File: src/rtl/throttle_curve_pipe.sv
// rtl/throttle_curve_pipe.sv - piecewise-linear throttle shaping with per-channel slew limiting
// Three-stage pipeline: table lookup, segment slope multiply, interpolate and clamp.
module throttle_curve_pipe #(
  parameter int DATA_W   = 8,
  parameter int SEG_BITS = 3,
  parameter int CHANNELS = 4,
  parameter int MAX_STEP = 0,
  localparam int CH_W    = (CHANNELS > 1) ? $clog2(CHANNELS) : 1
) (
  input  logic                clk,
  input  logic                rst,
  input  logic                in_valid,
  input  logic [CH_W-1:0]     in_ch,
  input  logic [DATA_W-1:0]   in_throttle,
  input  logic                cfg_we,
  input  logic [SEG_BITS:0]   cfg_addr,
  input  logic [DATA_W-1:0]   cfg_data,
  output logic                out_valid,
  output logic [CH_W-1:0]     out_ch,
  output logic [DATA_W-1:0]   out_pwm,
  output logic                out_limited
);

  localparam int N_SEG = 1 << SEG_BITS;
  localparam int F     = DATA_W - SEG_BITS;
  localparam int PW    = DATA_W + F + 2;
  localparam logic [DATA_W-1:0] MAX_V     = '1;
  localparam logic [SEG_BITS:0] LAST_ADDR = (SEG_BITS+1)'(N_SEG);
  localparam logic [CH_W:0]     CH_LIM    = (CH_W+1)'(CHANNELS);
  localparam logic [DATA_W:0]   STEP      = (DATA_W+1)'(MAX_STEP);

  function automatic logic [DATA_W-1:0] ident(input int k);
    int v;
    v = k << F;
    return (v > int'(MAX_V)) ? MAX_V : DATA_W'(v);
  endfunction

  logic [DATA_W-1:0] y    [0:N_SEG];
  logic [DATA_W-1:0] prev [CHANNELS];

  // stage 1 registers
  logic              v1;
  logic [CH_W-1:0]   ch1;
  logic [DATA_W-1:0] y0_1, y1_1;
  logic [F-1:0]      frac1;
  // stage 2 registers
  logic              v2;
  logic [CH_W-1:0]   ch2;
  logic [DATA_W-1:0] y0_2;
  logic signed [PW-1:0] p2;

  logic [SEG_BITS:0]    seg_lo, seg_hi;
  logic                 in_ok;
  logic signed [DATA_W:0] d_c;
  logic signed [PW-1:0] prod_c;
  logic signed [PW-1:0] interp_w;
  logic [DATA_W-1:0]    interp, prev_c, lo_c, hi_c, res_c;
  logic [DATA_W:0]      hi_w;
  logic                 lim_c;
  logic                 unused_bits;

  assign seg_lo = {1'b0, in_throttle[DATA_W-1 -: SEG_BITS]};
  assign seg_hi = seg_lo + {{SEG_BITS{1'b0}}, 1'b1};
  assign in_ok  = in_valid && ({1'b0, in_ch} < CH_LIM);

  assign d_c    = $signed({1'b0, y1_1}) - $signed({1'b0, y0_1});
  assign prod_c = PW'(d_c) * PW'($signed({1'b0, frac1}));

  // Arithmetic shift floors toward minus infinity, keeping the result inside the segment.
  assign interp_w    = $signed({{(PW-DATA_W){1'b0}}, y0_2}) + (p2 >>> F);
  assign interp      = interp_w[DATA_W-1:0];
  assign unused_bits = ^interp_w[PW-1:DATA_W];

  always_comb begin
    prev_c = prev[ch2];
    hi_w   = {1'b0, prev_c} + STEP;
    hi_c   = hi_w[DATA_W] ? MAX_V : hi_w[DATA_W-1:0];
    lo_c   = ({1'b0, prev_c} >= STEP) ? (prev_c - STEP[DATA_W-1:0]) : '0;
    res_c  = interp;
    if (MAX_STEP > 0) begin
      if (interp < lo_c) res_c = lo_c;
      else if (interp > hi_c) res_c = hi_c;
    end
    lim_c = (res_c != interp);
  end

  always_ff @(posedge clk) begin
    if (rst) begin
      v1          <= 1'b0;
      v2          <= 1'b0;
      out_valid   <= 1'b0;
      out_ch      <= '0;
      out_pwm     <= '0;
      out_limited <= 1'b0;
      for (int c = 0; c < CHANNELS; c++) prev[c] <= '0;
      for (int k = 0; k <= N_SEG; k++) y[k] <= ident(k);
    end else begin
      v1    <= in_ok;
      ch1   <= in_ch;
      y0_1  <= y[seg_lo];
      y1_1  <= y[seg_hi];
      frac1 <= in_throttle[F-1:0];

      v2    <= v1;
      ch2   <= ch1;
      y0_2  <= y0_1;
      p2    <= prod_c;

      out_valid <= v2;
      if (v2) begin
        out_ch      <= ch2;
        out_pwm     <= res_c;
        out_limited <= lim_c;
        prev[ch2]   <= res_c;
      end

      // Stage 1 samples this edge captured the old entry; the new one is seen next cycle.
      if (cfg_we && (cfg_addr <= LAST_ADDR)) y[cfg_addr] <= cfg_data;
    end
  end

endmodule

File: config.mk
export PLATFORM = sky130hd
export DESIGN_NAME = throttle_curve_pipe
export DESIGN_NICKNAME = d
export VERILOG_FILES = /design/src/rtl/throttle_curve_pipe.sv
export SDC_FILE = /design/constraint.sdc
export NUM_CORES = 1
export LEC_CHECK = 0
export BUFFER_PORTS_ARGS = -buffer_cell sky130_fd_sc_hd__buf_2
export CAP_MARGIN = 10
export CORE_UTILIZATION = 60
export DETAILED_ROUTE_END_ITERATION = 6
export GPL_TIMING_DRIVEN = 0
export PLACE_DENSITY = 0.89
export SYNTH_ARGS = -nofsm -noshare
export SYNTH_HDL_FRONTEND = slang
export SYNTH_SLANG_ARGS = --single-unit
File: constraint.sdc
create_clock -name clk -period 14.4 [get_ports clk]
set_input_delay 1.44 -clock clk [delete_from_list [all_inputs] [get_ports clk]]
set_output_delay 1.44 -clock clk [all_outputs]
set_load 0.01 [all_outputs]
==> After elaboration in Yosys (flattened, before gate mapping) <==
Memory sizes are Yosys's and may differ from the RTL's. A register that Yosys moved wholly into a read port is not among the register bits.
Index checks and enable logic that the tools add are counted.
{ "totals": {"ram_bits": 72, "n_memories": 1, "out_inout_bits": 12, "reg_bits": 43} }
{ "memory_table": {"columns": ["memory", "depth", "word_bits", "rd", "rd_ports_with_merged_regs", "wr", "line", "rtl"], "rows": [
  ["y", 9, 8, 2, 2, 9, "38", "logic [DATA_W-1:0] y [0:N_SEG];"]
]} }
{ "classes": {"multipliers": 1, "order_cmp": 1, "reduce_logical": 4, "n_mux": 8, "addsub": 3} }
{ "ops": {"columns": ["cell", "n"], "rows": [
  ["$mul A9 B6 Y13", 1],
  ["$sub A8 B8 Y9", 1],
  ["$add A8 B8 Y8", 1],
  ["$mux W8", 1],
  ["$reduce_or A8 Y1", 1],
  ["$mux W1", 6],
  ["$add A3 B1 Y4 const B", 1],
  ["$le A4 B4 Y1 const B", 1],
  ["$mux W4", 1],
  ["$logic_not A1 Y1", 2],
  ["$logic_and A1 B1 Y1", 1]
]} }

==> Depth between registers and ports, before layout <==
Gate-level depths: netlist of the first run.
{ "depth": {"ltp_word": 7, "depth_mapped": 20, "depth_no_buf": 20} }

==> Least setup slack after synthesis of the first run <==
Ideal clock, no wire load.
{ "synth_path": {"kind": "flip-flop to flip-flop", "startpoint": "register y0_1[1] (read register of y)", "endpoint": "register p2[12] (data pin)", "path_stages_with_launch": 21, "arrival_ps": 4493, "slack_ps": 9650, "setup_ps": 258, "n_path_buf": 0, "cell_sequence": "edfxtp_1 > inv_1 > ha_1 > nor2b_1 > o21ai_1 > a21boi_1 > o21ai_1 > nor3b_1 > nor3b_1 > fa_1 > inv_1 > fa_1 > fa_1 > inv_1 > ha_1 > nand4b_1 > o21ai_2 > nand4_1 > a311oi_2 > a21bo_1 > xnor2_1"} }
{ "synth_between": {"elab_chain_len": 2} }
{ "synth_lines": {"columns": ["item", "line", "rtl"], "rows": [
  ["start: declaration", "44", "logic [DATA_W-1:0] y0_1, y1_1;"],
  ["$sub A8 B8 Y9", "66", "assign d_c = $signed({1'b0, y1_1}) - $signed({1'b0, y0_1});"],
  ["$mul A9 B6 Y13", "67", "assign prod_c = PW'(d_c) * PW'($signed({1'b0, frac1}));"],
  ["named net prod_c[12]", "55", "logic signed [PW-1:0] prod_c;"],
  ["end signal: assignment", "107", "p2 <= prod_c;"],
  ["end: declaration", "50", "logic signed [PW-1:0] p2;"]
]} }
The timed path passes the listed nets, and every way through them passes these cells.
A chain may end at the register's enable or synchronous reset.

==> Final worst setup path of the first run <==
{ "layout_path": {"startpoint": "register y0_1[1] (read register of y)", "endpoint": "register p2[11] (data pin)"} }
Same word-level chain as after synthesis.

==> key figures, run 1 <==
Clock network
  • CTS buffer count: 17
  • Hold buffers post-CTS: 0
  • Post_cts resized: 0
  • CTS tree: yes
  • CTS HTree Levels: 4
  • Clock Latency Late Sink: 420 ps
  • Clk sinks: 150
  • Root buffer cell: clkbuf_16
  • Post-CTS Setup Inserts: 0
  • CTS clk-pin slew, worst paths: 60 ps
  • Max clock buf depth: 2

STA
  • Fmax: 0.184 GHz
  • RSZ-0062 raised after global routing: false
  • Final Setup Violations: 0
  • Fin crit period: 5420 ps
  • Setup TNS: 0 ps
  • Clock Skew: 7.51 ps
  • Fin crit share: 0.377
  • Max_slew headroom: 0.278
  • Worst Tran Pin Value: 1080 ps
  • Final Hold Viols: 0
  • Final slew viol count: 0

Floorplan
  • CORE AREA: 13800 sq um
  • Die Wd: 121 um
  • Die Span Y: 121 um
  • Num rows: 43
  • Initial Utilization: 0.612
  • Die Area: 14600 sq um
  • Io pins: 38

Finish
  • NumNets Final: approximately 790
  • Share of cells above drive strength 1: 0.201
  • Finished layout cell area: between 9000 and 10000 sq um
  • Inserted Diodes: 0
  • Fillers: around 930
  • Area Growth Syn to Fin: 12.9%

Logic synthesis
  • Most numerous cell in the Yosys netlist: edfxtp_1
  • Area leader, netlist: edfxtp_1
  • Yosys top cell area share: 0.486
  • Synth top cells by count: edfxtp_1, and2_1, inv_1, nor2_1, mux4_2
  • Seq/Total Area, Yosys: 0.517
  • Most used DFF post-synth: edfxtp_1
  • Area contributors post-synth: edfxtp_1, mux4_2, fa_1, and2_1, ha_1
  • Post-synthesis area per instance: 13.6 sq um
  • Async set or reset register ratio after synthesis: 0
  • Cells after synthesis: 624
  • Synthesis Warnings: 0
  • Flop and latch count out of synthesis: 150
  • Number of synthesized flops with an enable pin: 137
  • Distinct cells, synth: 54
  • Synth Cell Area: between 8000 and 9000 sq um

Global route
  • First-pass GRT wire length: 27100 um
  • Overflow after GRT: 0
  • Vias in the first global route: 5413
  • GRT Util Overall: 0.257
  • Antenna violations before repair: 0
  • Largest net degree at the start of global routing: 50

Detailed routing
  • TritonRoute pass-1 iters: 5
  • Vias per inst: 5.83
  • Antenna viol nets, final: 0
  • Total number of vias: roughly 5200
  • DR DRC count: 0
  • DR WL/cell: 18.8 um
  • WL final: 16900 um
  • First-iteration detailed-routing DRC count: 514

Status
  • Outcome: finished, final reports clean

Min path
  • Worst min path class: flip-flop to flip-flop
  • Hold Startpoint: ch1[0]

Placed design
  • Placed standard-cell area: a little under 9000 sq um
  • Routability-driven placement congestion ratio: 0.931
  • DPL Wire Length: ~12000 um
  • Port Buf Inserts: 34

Critical path
  • Worst setup path startpoint: y0_1[1]
  • Critical path class: flip-flop to flip-flop
  • WP data required: 14550 ps
  • Arrival @ worst endpoint: approximately 5600 ps
  • Critical-path maximum fanout: 5
  • Worst setup EP type: flip-flop
  • CP startpoint kind: flip-flop
  • FF-to-FF Start: y0_1[1]

Pwr
  • Peak VDD IR: around 100 uV
  • Pwr/cell area: around 180 nW/um^2
  • Total power draw: around 1700 uW
  • Leak: 0.00376 uW

Run
  • Max cap viols: 0
-- worst max-delay path: stages (launching register included) --
cell and delay, ps:
edfxtp_1 440, inv_1 90, ha_1 220, nor2b_1 130, o21ai_1 150, a21boi_1 110, o21ai_1 210, nor3b_1 600
nor3b_1 150, fa_1 520, inv_1 50, fa_1 470, fa_1 550, inv_1 40, ha_1 330, nand4b_1 140
o21ai_2 180, nand4_1 160, a311oi_2 350, nor2_1 90, xnor2_1 170
-- stage by stage --
| stage | cells | hold WS, ps | utilization | setup slack (ps) |
|---|---|---|---|---|
| 5_1_grt | 900 | 444 | 0.691 | 8580 |
| 2_1_floorplan | 648 | 400 | - | 9650 |
| 3_3_place_gp | 862 | 402 | 0.647 | 9130 |
| 6_report | 900 | 423 | 0.691 | 8980 |
| 3_5_place_dp | 862 | 411 | 0.647 | 9020 |
| 4_1_cts | 894 | 425 | 0.688 | 8960 |
-- sequential cells by signal (all words and copies together) (netlist names), 5 cells and up --
| signal | cells |
|---|---|
| y | 96 |
| out_pwm | 8 |
| p2 | 8 |
| y0_1 | 8 |
| y0_2 | 8 |
| y1_1 | 8 |
| frac1 | 5 |
-- path summary, 6_finish.rpt --
| check | depth (start not counted) | slack [ps] | to |
|---|---|---|---|
| hold / removal | 0 | 420 | ch2[0] |
| hold reg to reg | 0 | 420 | ch2[0] |
| setup reg to reg | 20 | 8980 | p2[11] |
| setup / recovery | 20 | 8980 | p2[11] |
-- final cells by class --
cell class              count  area (sq um)  share of cell area
well taps                 180           225              0.0236
clock inverters            12           135              0.0142
flip-flops and latches    150          4370               0.458
repair buffers             40           203              0.0212
multi-input cells         422          3860               0.405
inverters                  54           203              0.0212
clock buffers              20           437              0.0457
plain buffers              22           108              0.0113
-- power by group --
part | total [uW] | leakage (uW) | switching, uW | internal [uW]
clock | 432 | 0.000274 | 163 | 269
combinational | 690 | 0.00205 | 387 | 304
sequential | 571 | 0.00144 | 19.1 | 552
-- cells by family after synthesis --
| group | Yosys count | synth area share |
|---|---|---|
| compound gates | 44 | 0.0352 |
| other cells | 1 | 0.000443 |
| mux | 67 | 0.140 |
| fa+ha+maj | 61 | 0.113 |
| flops | 150 | 0.517 |
| xor+xnor | 20 | 0.0216 |
| buf+inv | 76 | 0.0367 |
| simple gates | 205 | 0.136 |
-- routing by layer --
layer | vias up | track usage | wire length, um | share of wire
li1 | 2393 | - | - | -
met1 | 2620 | 0.308 | 6560 | 0.39
met2 | 199 | 0.443 | 8890 | 0.53
met3 | 36 | 0.0594 | 980 | 0.058
met4 | 0 | 0.113 | 471 | 0.028
met5 | - | 0 | 0 | 0
-- cells in the final DEF, fill, tap and decap left out, types with 16 or more instances in the layout --
cell and n:
buf_2 48, clkbuf_16 17, mux2i_1 18, ha_1 35
nand2_1 19, nor2_1 42, edfxtp_1 137, and2_1 74
fa_1 26, xnor2_1 16, mux4_2 40, inv_1 53
conb_1 25
No activity file was read; power rests on OpenSTA's default activity.
==> inputs of run 2 (changes only) <==
--- a/config.mk
+++ b/config.mk
@@ -7,10 +7,10 @@
 export LEC_CHECK = 0
 export BUFFER_PORTS_ARGS = -buffer_cell sky130_fd_sc_hd__buf_2
 export CAP_MARGIN = 10
-export CORE_UTILIZATION = 60
+export CORE_UTILIZATION = 56
 export DETAILED_ROUTE_END_ITERATION = 6
 export GPL_TIMING_DRIVEN = 0
-export PLACE_DENSITY = 0.89
+export PLACE_DENSITY = 0.87
 export SYNTH_ARGS = -nofsm -noshare
 export SYNTH_HDL_FRONTEND = slang
 export SYNTH_SLANG_ARGS = --single-unit
==> constraint.sdc (replaced) <==
create_clock -name clk -period 4.9 [get_ports clk]
set_input_delay 0.49 -clock clk [delete_from_list [all_inputs] [get_ports clk]]
set_output_delay 0.49 -clock clk [all_outputs]
set_load 0.01 [all_outputs]
==> key figures, run 2 (synthesis results as in run 1) <==
Min path
  • Worst min path class: input port to flip-flop (was flip-flop to flip-flop)
  • Hold-critical path depth: 1 (was 0)

Clock network
  • CTS HTree Levels: 4 (unchanged)
  • Root buffer cell: clkbuf_16 (unchanged)
  • CTS tree: yes (unchanged)
  • Clk sinks: 150 (unchanged)
  • CTS clk-pin slew, worst paths: 60 ps (about the same)
  • Clock Latency Late Sink: 440 ps (was 420 ps)
  • Hold buffers post-CTS: 0 (unchanged)
  • CTS buffer count: 17 (unchanged)
  • Max clock buf depth: 2 (unchanged)

Global route
  • First-pass GRT wire length: 28700 um (was 27100 um)
  • Overflow after GRT: 0 (unchanged)
  • GRT Util Overall: 0.246 (was 0.257)
  • Antenna violations before repair: 0 (unchanged)
  • Largest net degree at the start of global routing: 50 (unchanged)
  • Vias in the first global route: 5621 (was 5413)

Finish
  • Largest register by flop count: y (unchanged)
  • Finished layout cell area: 9970 sq um (was 9550 sq um)
  • NumNets Final: 816 (was 794)
  • Fin cells: 926 (was 900)
  • Commonest non-fill, non-tap cell in the layout: edfxtp_1 (unchanged)
  • Highest-count cells in the layout ignoring fill and taps: edfxtp_1, and2_1, inv_1 (unchanged)
  • Area Growth Syn to Fin: 17.8% (was 12.9%)
  • Register area: 4370 sq um (unchanged)
  • Fillers: 950 (was 929)
  • Max reg flops: 96 (unchanged)
  • Multi-input logic area: 4070 sq um (was 3860 sq um)
  • Share of cells above drive strength 1: 0.276 (was 0.201)
  • Inserted Diodes: 0 (unchanged)

Floorplan
  • Initial Utilization: 0.578 (was 0.612)
  • Io pins: 38 (unchanged)
  • Die Span Y: 125 um (was 121 um)
  • Die Wd: 125 um (was 121 um)
  • CORE AREA: 14600 sq um (was 13800 sq um)
  • Num rows: 44 (was 43)
  • Die Area: 15600 sq um (was 14600 sq um)

Detailed routing
  • Met2 WL: 10000 um (was 8890 um)
  • Top Layer Used: met4 (unchanged)
  • M1 WL: 6800 um (was 6560 um)
  • DR DRC count: 4 (was 0)
  • DR WL/cell: 20.3 um (was 18.8 um)
  • Metal3 WL: 1190 um (was 980 um)
  • Total number of vias: 5462 (was 5248)
  • First-iteration detailed-routing DRC count: 416 (was 514)
  • WL final: 18800 um (was 16900 um)
  • Antenna viol nets, final: 0 (unchanged)
  • TritonRoute pass-1 iters: 7 (was 5)
  • Vias per inst: 5.90 (was 5.83)

Status
  • Outcome: finished, violations left (was finished, final reports clean)
  • Failing checks: design-rule violations, negative setup slack

Critical path
  • Worst stage delay on the critical path: 530 ps (was 600 ps)
  • Crit path cell chain: ha_2 > fa_2 > nor2b_4 > o2111ai_4 > nand2_2 > nor2_2 > xnor2_2 > buf_4 > and2_1 > fa_1 > fa_1 > inv_1 > fa_1 > inv_1 > ha_4 > a21o_1 > a21oi_2 > a311oi_2 > buf_4 > a21bo_1 > xnor2_2 (was inv_1 > ha_1 > nor2b_1 > o21ai_1 > a21boi_1 > o21ai_1 > nor3b_1 > nor3b_1 > fa_1 > inv_1 > fa_1 > fa_1 > inv_1 > ha_1 > nand4b_1 > o21ai_2 > nand4_1 > a311oi_2 > nor2_1 > xnor2_1)
  • Worst setup EP type: flip-flop (unchanged)
  • WP data required: 5060 ps (was 14550 ps)
  • Top Family by Delay on Critical Path: adder cells (unchanged)
  • CP startpoint kind: flip-flop (unchanged)
  • Critical path class: flip-flop to flip-flop (unchanged)
  • Arrival @ worst endpoint: 5240 ps (was 5570 ps)
  • CP Depth: 21 (was 20)
  • Most used cell, CP: fa_1
  • Critical-path maximum fanout: 4 (was 5)
  • Buf+Inv Stages, Crit Path: 4 (was 3)
  • R2R depth: 21 (was 20)
  • Critical path's slowest cell: fa_1 (was nor3b_1)

Placed design
  • Port Buf Inserts: 34 (unchanged)
  • Placed Cells: 866 (was 862)
  • Routability-driven placement congestion ratio: 0.894 (was 0.931)
  • Placed standard-cell area: 8950 sq um (was 8940 sq um)
  • DPL Wire Length: 12600 um (was 12300 um)

STA
  • Final slew viol count: 0 (unchanged)
  • Fin crit period: 5080 ps (was 5420 ps)
  • RSZ-0062 raised after global routing: true (was false)
  • Fmax: 0.197 GHz (was 0.184 GHz)
  • Fin crit share: 1.04 (was 0.377)
  • Final setup margin: -180 ps (was 8980 ps)
  • Final Hold Viols: 0 (unchanged)
  • Final Setup Violations: 3 (was 0)
  • Max_slew headroom: 0.296 (was 0.278)
  • Worst Tran Pin Value: 1050 ps (was 1080 ps)
  • Clock Skew: 15.1 ps (was 7.51 ps)

Pwr
  • Leak: 0.00393 uW (was 0.00376 uW)
  • Peak VDD IR: 368 uV (was 104 uV)
  • Pwr/cell area: 569 nW/um^2 (was 177 nW/um^2)

Run
  • Max cap viols: 0 (unchanged)
## run 2: cell count changes in the layout (fill, tap and decap cells not counted), moves of 4 or more
cell     previous run  this run
buf_4               3        26
ha_1               35        29
ha_4                0         5
nor2_1             42        38
nor2_2              0         4
nor3b_1             8         4
## run 2: where the power goes
part	switching [uW]	internal (uW)
registers	58.3	1620
clock network	513	846
logic	1400	1220
## run 2: layer usage
| layer | vias to the layer above | track usage |
|---|---|---|
| met4 | 0 | 0.127 |
| met1 | 2700 | 0.276 |
| li1 | 2425 | - |
| met3 | 79 | 0.0662 |
| met5 | - | 0 |
| met2 | 258 | 0.433 |
## run 2: final cells by class
| cell class | instances | area share |
|---|---|---|
| Buffer | 22 | 0.0114 |
| Timing Repair Buffer | 62 | 0.0369 |
| Clock buffer | 18 | 0.0431 |
| Sequential cell | 150 | 0.439 |
| Multi-Input combinational cell | 422 | 0.408 |
| Clock inverter | 14 | 0.0183 |
| Inverter | 54 | 0.0203 |
| Tap cell | 184 | 0.0231 |
## run 2: final timing paths
check / from / slack [ps] / endpoint
setup reg to reg: y0_1[0] / -180 / p2[12]
setup / recovery: y0_1[0] / -180 / p2[12]
hold / removal: in_throttle[3] / 230 / frac1[3]
hold reg to reg: ch1[0] / 430 / ch2[0]
## run 2: per-stage QoR
step	TNS [ps]	worst slack (ps)	utilization	hold slack, ps	total power (uW)
after floorplan	0	150	-	400	3230
after global placement	-1260	-397	0.611	403	3620
after detailed placement	-2050	-524	0.611	411	3730
after CTS	0	0.334	0.670	224	5370
after global routing	-992	-315	0.681	220	5960
final	-472	-180	0.681	234	5670
## run 2: timing repair
action / 4_1_cts / 5_1_grt
setup buffers: 15 / 8
resized for setup: 26 / 17
setup endpoints to repair: 7 / 6
pin swaps: 24 / 14
==> inputs of run 3 (changes only) <==
--- a/config.mk
+++ b/config.mk
@@ -7,6 +7,7 @@
 export LEC_CHECK = 0
 export BUFFER_PORTS_ARGS = -buffer_cell sky130_fd_sc_hd__buf_2
 export CAP_MARGIN = 10
+export CORE_ASPECT_RATIO = 0.6
 export CORE_UTILIZATION = 56
 export DETAILED_ROUTE_END_ITERATION = 6
 export GPL_TIMING_DRIVEN = 0
==> constraint.sdc (replaced) <==
create_clock -name clk -period 4.9 [get_ports clk]
set_input_delay 0.735 -clock clk [delete_from_list [all_inputs] [get_ports clk]]
set_output_delay 0.735 -clock clk [all_outputs]
set_load 0.01 [all_outputs]
==> key figures, run 3 (synthesis results as in run 1) <==
Status
  • Outcome: finished, violations left (unchanged)
  • Failing checks: negative setup slack (was design-rule violations, negative setup slack)

Floorplan
  • Initial Utilization: 0.578 (about the same)
  • Io pins: 38 (unchanged)
  • CORE AREA: 14600 sq um (about the same)
  • Die Area: 15600 sq um (about the same)
  • Die Span Y: 97.2 um (was 125 um)
  • Die Wd: 161 um (was 125 um)
  • Num rows: 34 (was 44)

STA
  • Max_slew headroom: 0.236 (was 0.296)
  • Fmax: 0.199 GHz (was 0.197 GHz)
  • Fin crit period: 5020 ps (was 5080 ps)
  • Clock Skew: 15.0 ps (was 15.1 ps)
  • RSZ-0062 raised after global routing: true (unchanged)
  • Final Hold Viols: 0 (unchanged)
  • Final slew viol count: 0 (unchanged)
  • Worst Tran Pin Value: 1140 ps (was 1050 ps)
  • Fin crit share: 1.02 (was 1.04)
  • Final setup margin: -116 ps (was -180 ps)
  • Setup TNS: -261 ps (was -472 ps)
  • Final Setup Violations: 3 (unchanged)

Critical path
  • Critical-path maximum fanout: 4 (unchanged)
  • Top Family by Delay on Critical Path: adder cells (unchanged)
  • Buf+Inv Stages, Crit Path: 2 (was 4)
  • Worst setup EP type: flip-flop (unchanged)
  • Critical path's slowest cell: fa_1 (unchanged)
  • Worst stage delay on the critical path: 520 ps (was 530 ps)
  • Critical path class: flip-flop to flip-flop (unchanged)
  • Most used cell, CP: fa_1 (unchanged)
  • Arrival @ worst endpoint: 5170 ps (was 5240 ps)
  • WP data required: 5060 ps (about the same)
  • CP startpoint kind: flip-flop (unchanged)
  • Crit path cell chain: ha_4 > fa_2 > nor2b_4 > o21a_1 > nor2_1 > xnor2_2 > and2_4 > fa_1 > inv_2 > fa_1 > fa_1 > inv_2 > ha_4 > nand4b_1 > o21ai_2 > nand4_1 > a311oi_4 > nor2_2 > xnor2_2 (was ha_2 > fa_2 > nor2b_4 > o2111ai_4 > nand2_2 > nor2_2 > xnor2_2 > buf_4 > and2_1 > fa_1 > fa_1 > inv_1 > fa_1 > inv_1 > ha_4 > a21o_1 > a21oi_2 > a311oi_2 > buf_4 > a21bo_1 > xnor2_2)

Placed design
  • Placed standard-cell area: 8970 sq um (was 8950 sq um)
  • DPL Wire Length: 13500 um (was 12600 um)
  • Setup WS pre-CTS: -668 ps (was -524 ps)
  • Port Buf Inserts: 34 (unchanged)
  • Routability-driven placement congestion ratio: 0.909 (was 0.894)

Detailed routing
  • DR DRC count: 0 (was 4)
  • DR WL/cell: 19.8 um (was 20.3 um)
  • Vias per inst: 5.76 (was 5.90)
  • WL final: 18400 um (was 18800 um)
  • Total number of vias: 5364 (was 5462)
  • TritonRoute pass-1 iters: 4 (was 7)
  • First-iteration detailed-routing DRC count: 419 (was 416)
  • Antenna viol nets, final: 0 (unchanged)

Global route
  • Overflow after GRT: 0 (unchanged)
  • Largest net degree at the start of global routing: 50 (unchanged)
  • First-pass GRT wire length: 29400 um (was 28700 um)
  • GRT Util Overall: 0.253 (was 0.246)
  • Vias in the first global route: 5457 (was 5621)
  • Antenna violations before repair: 0 (unchanged)

Finish
  • Commonest non-fill, non-tap cell in the layout: edfxtp_1 (unchanged)
  • Inserted Diodes: 0 (unchanged)
  • NumNets Final: 808 (was 816)
  • Finished layout cell area: 9890 sq um (was 9970 sq um)
  • Largest register by flop count: y (unchanged)
  • Share of cells above drive strength 1: 0.267 (was 0.276)
  • Area Growth Syn to Fin: 16.9% (was 17.8%)
  • Highest-count cells in the layout ignoring fill and taps: edfxtp_1, and2_1, inv_1 (unchanged)
  • Max reg flops: 96 (unchanged)

Clock network
  • Clk sinks: 150 (unchanged)
  • CTS clk-pin slew, worst paths: 70 ps (was 60 ps)
  • CTS buffer count: 17 (unchanged)
  • CTS tree: yes (unchanged)
  • Max clock buf depth: 2 (unchanged)
  • Clock Latency Late Sink: 430 ps (was 440 ps)
  • CTS HTree Levels: 4 (unchanged)
  • Root buffer cell: clkbuf_16 (unchanged)

Pwr
  • Peak VDD IR: 372 uV (was 368 uV)
  • Total power draw: 5580 uW (was 5670 uW)
  • Leak: 0.00388 uW (was 0.00393 uW)
  • Pwr/cell area: 564 nW/um^2 (was 569 nW/um^2)

Run
  • Max cap viols: 0 (unchanged)

Min path
  • Worst min path class: flip-flop to flip-flop (was input port to flip-flop)
## run 3: what timing repair did
action,CTS,global route
hold endpoints to repair,0,0
setup buffers,10,8
pin swaps,19,19
gates resized for setup,29,12
hold buffers,0,0
setup endpoints to repair,7,6
## run 3: final cells by class
class	instances	area, sq um
plain buffers	22	114
fillers	1020	4740
well taps	198	248
multi-input cells	422	4070
flip-flops and latches	150	4370
repair buffers	54	318
clock buffers	19	454
clock inverters	13	110
inverters	54	203
## run 3: path summary, 6_finish.rpt
kind | start | to | slack, ps | cells after the start
max | y0_1[0] | p2[11] | -120 | 19
min | ch1[1] | ch2[1] | 430 | 0
max reg2reg | y0_1[0] | p2[11] | -120 | 19
min reg2reg | ch1[1] | ch2[1] | 430 | 0
## run 3: metal layers
| layer | share of wire | up-vias | GRT usage |
|---|---|---|---|
| met5 | 0 | - | 0 |
| met4 | 0.0090 | 0 | 0.0579 |
| met3 | 0.088 | 19 | 0.0563 |
| met2 | 0.45 | 266 | 0.388 |
| met1 | 0.45 | 2662 | 0.371 |
| li1 | - | 2417 | - |
## run 3: report_power, final
group          internal, uW  switching, uW  total [uW]  leakage (uW)
Combinational          1230           1410        2650       0.00216
Clock                   694            558        1250      0.000283
Sequential             1620           62.2        1680       0.00144
Total                  3550           2030        5580       0.00388
## run 3: through the flow
stage / hold slack (ps) / std cells / utilization
after floorplan: 400 / 648 / -
after global placement: 411 / 880 / 0.613
after detailed placement: 421 / 881 / 0.613
after CTS: 436 / 923 / 0.666
after global routing: 438 / 932 / 0.676
final: 430 / 932 / 0.676
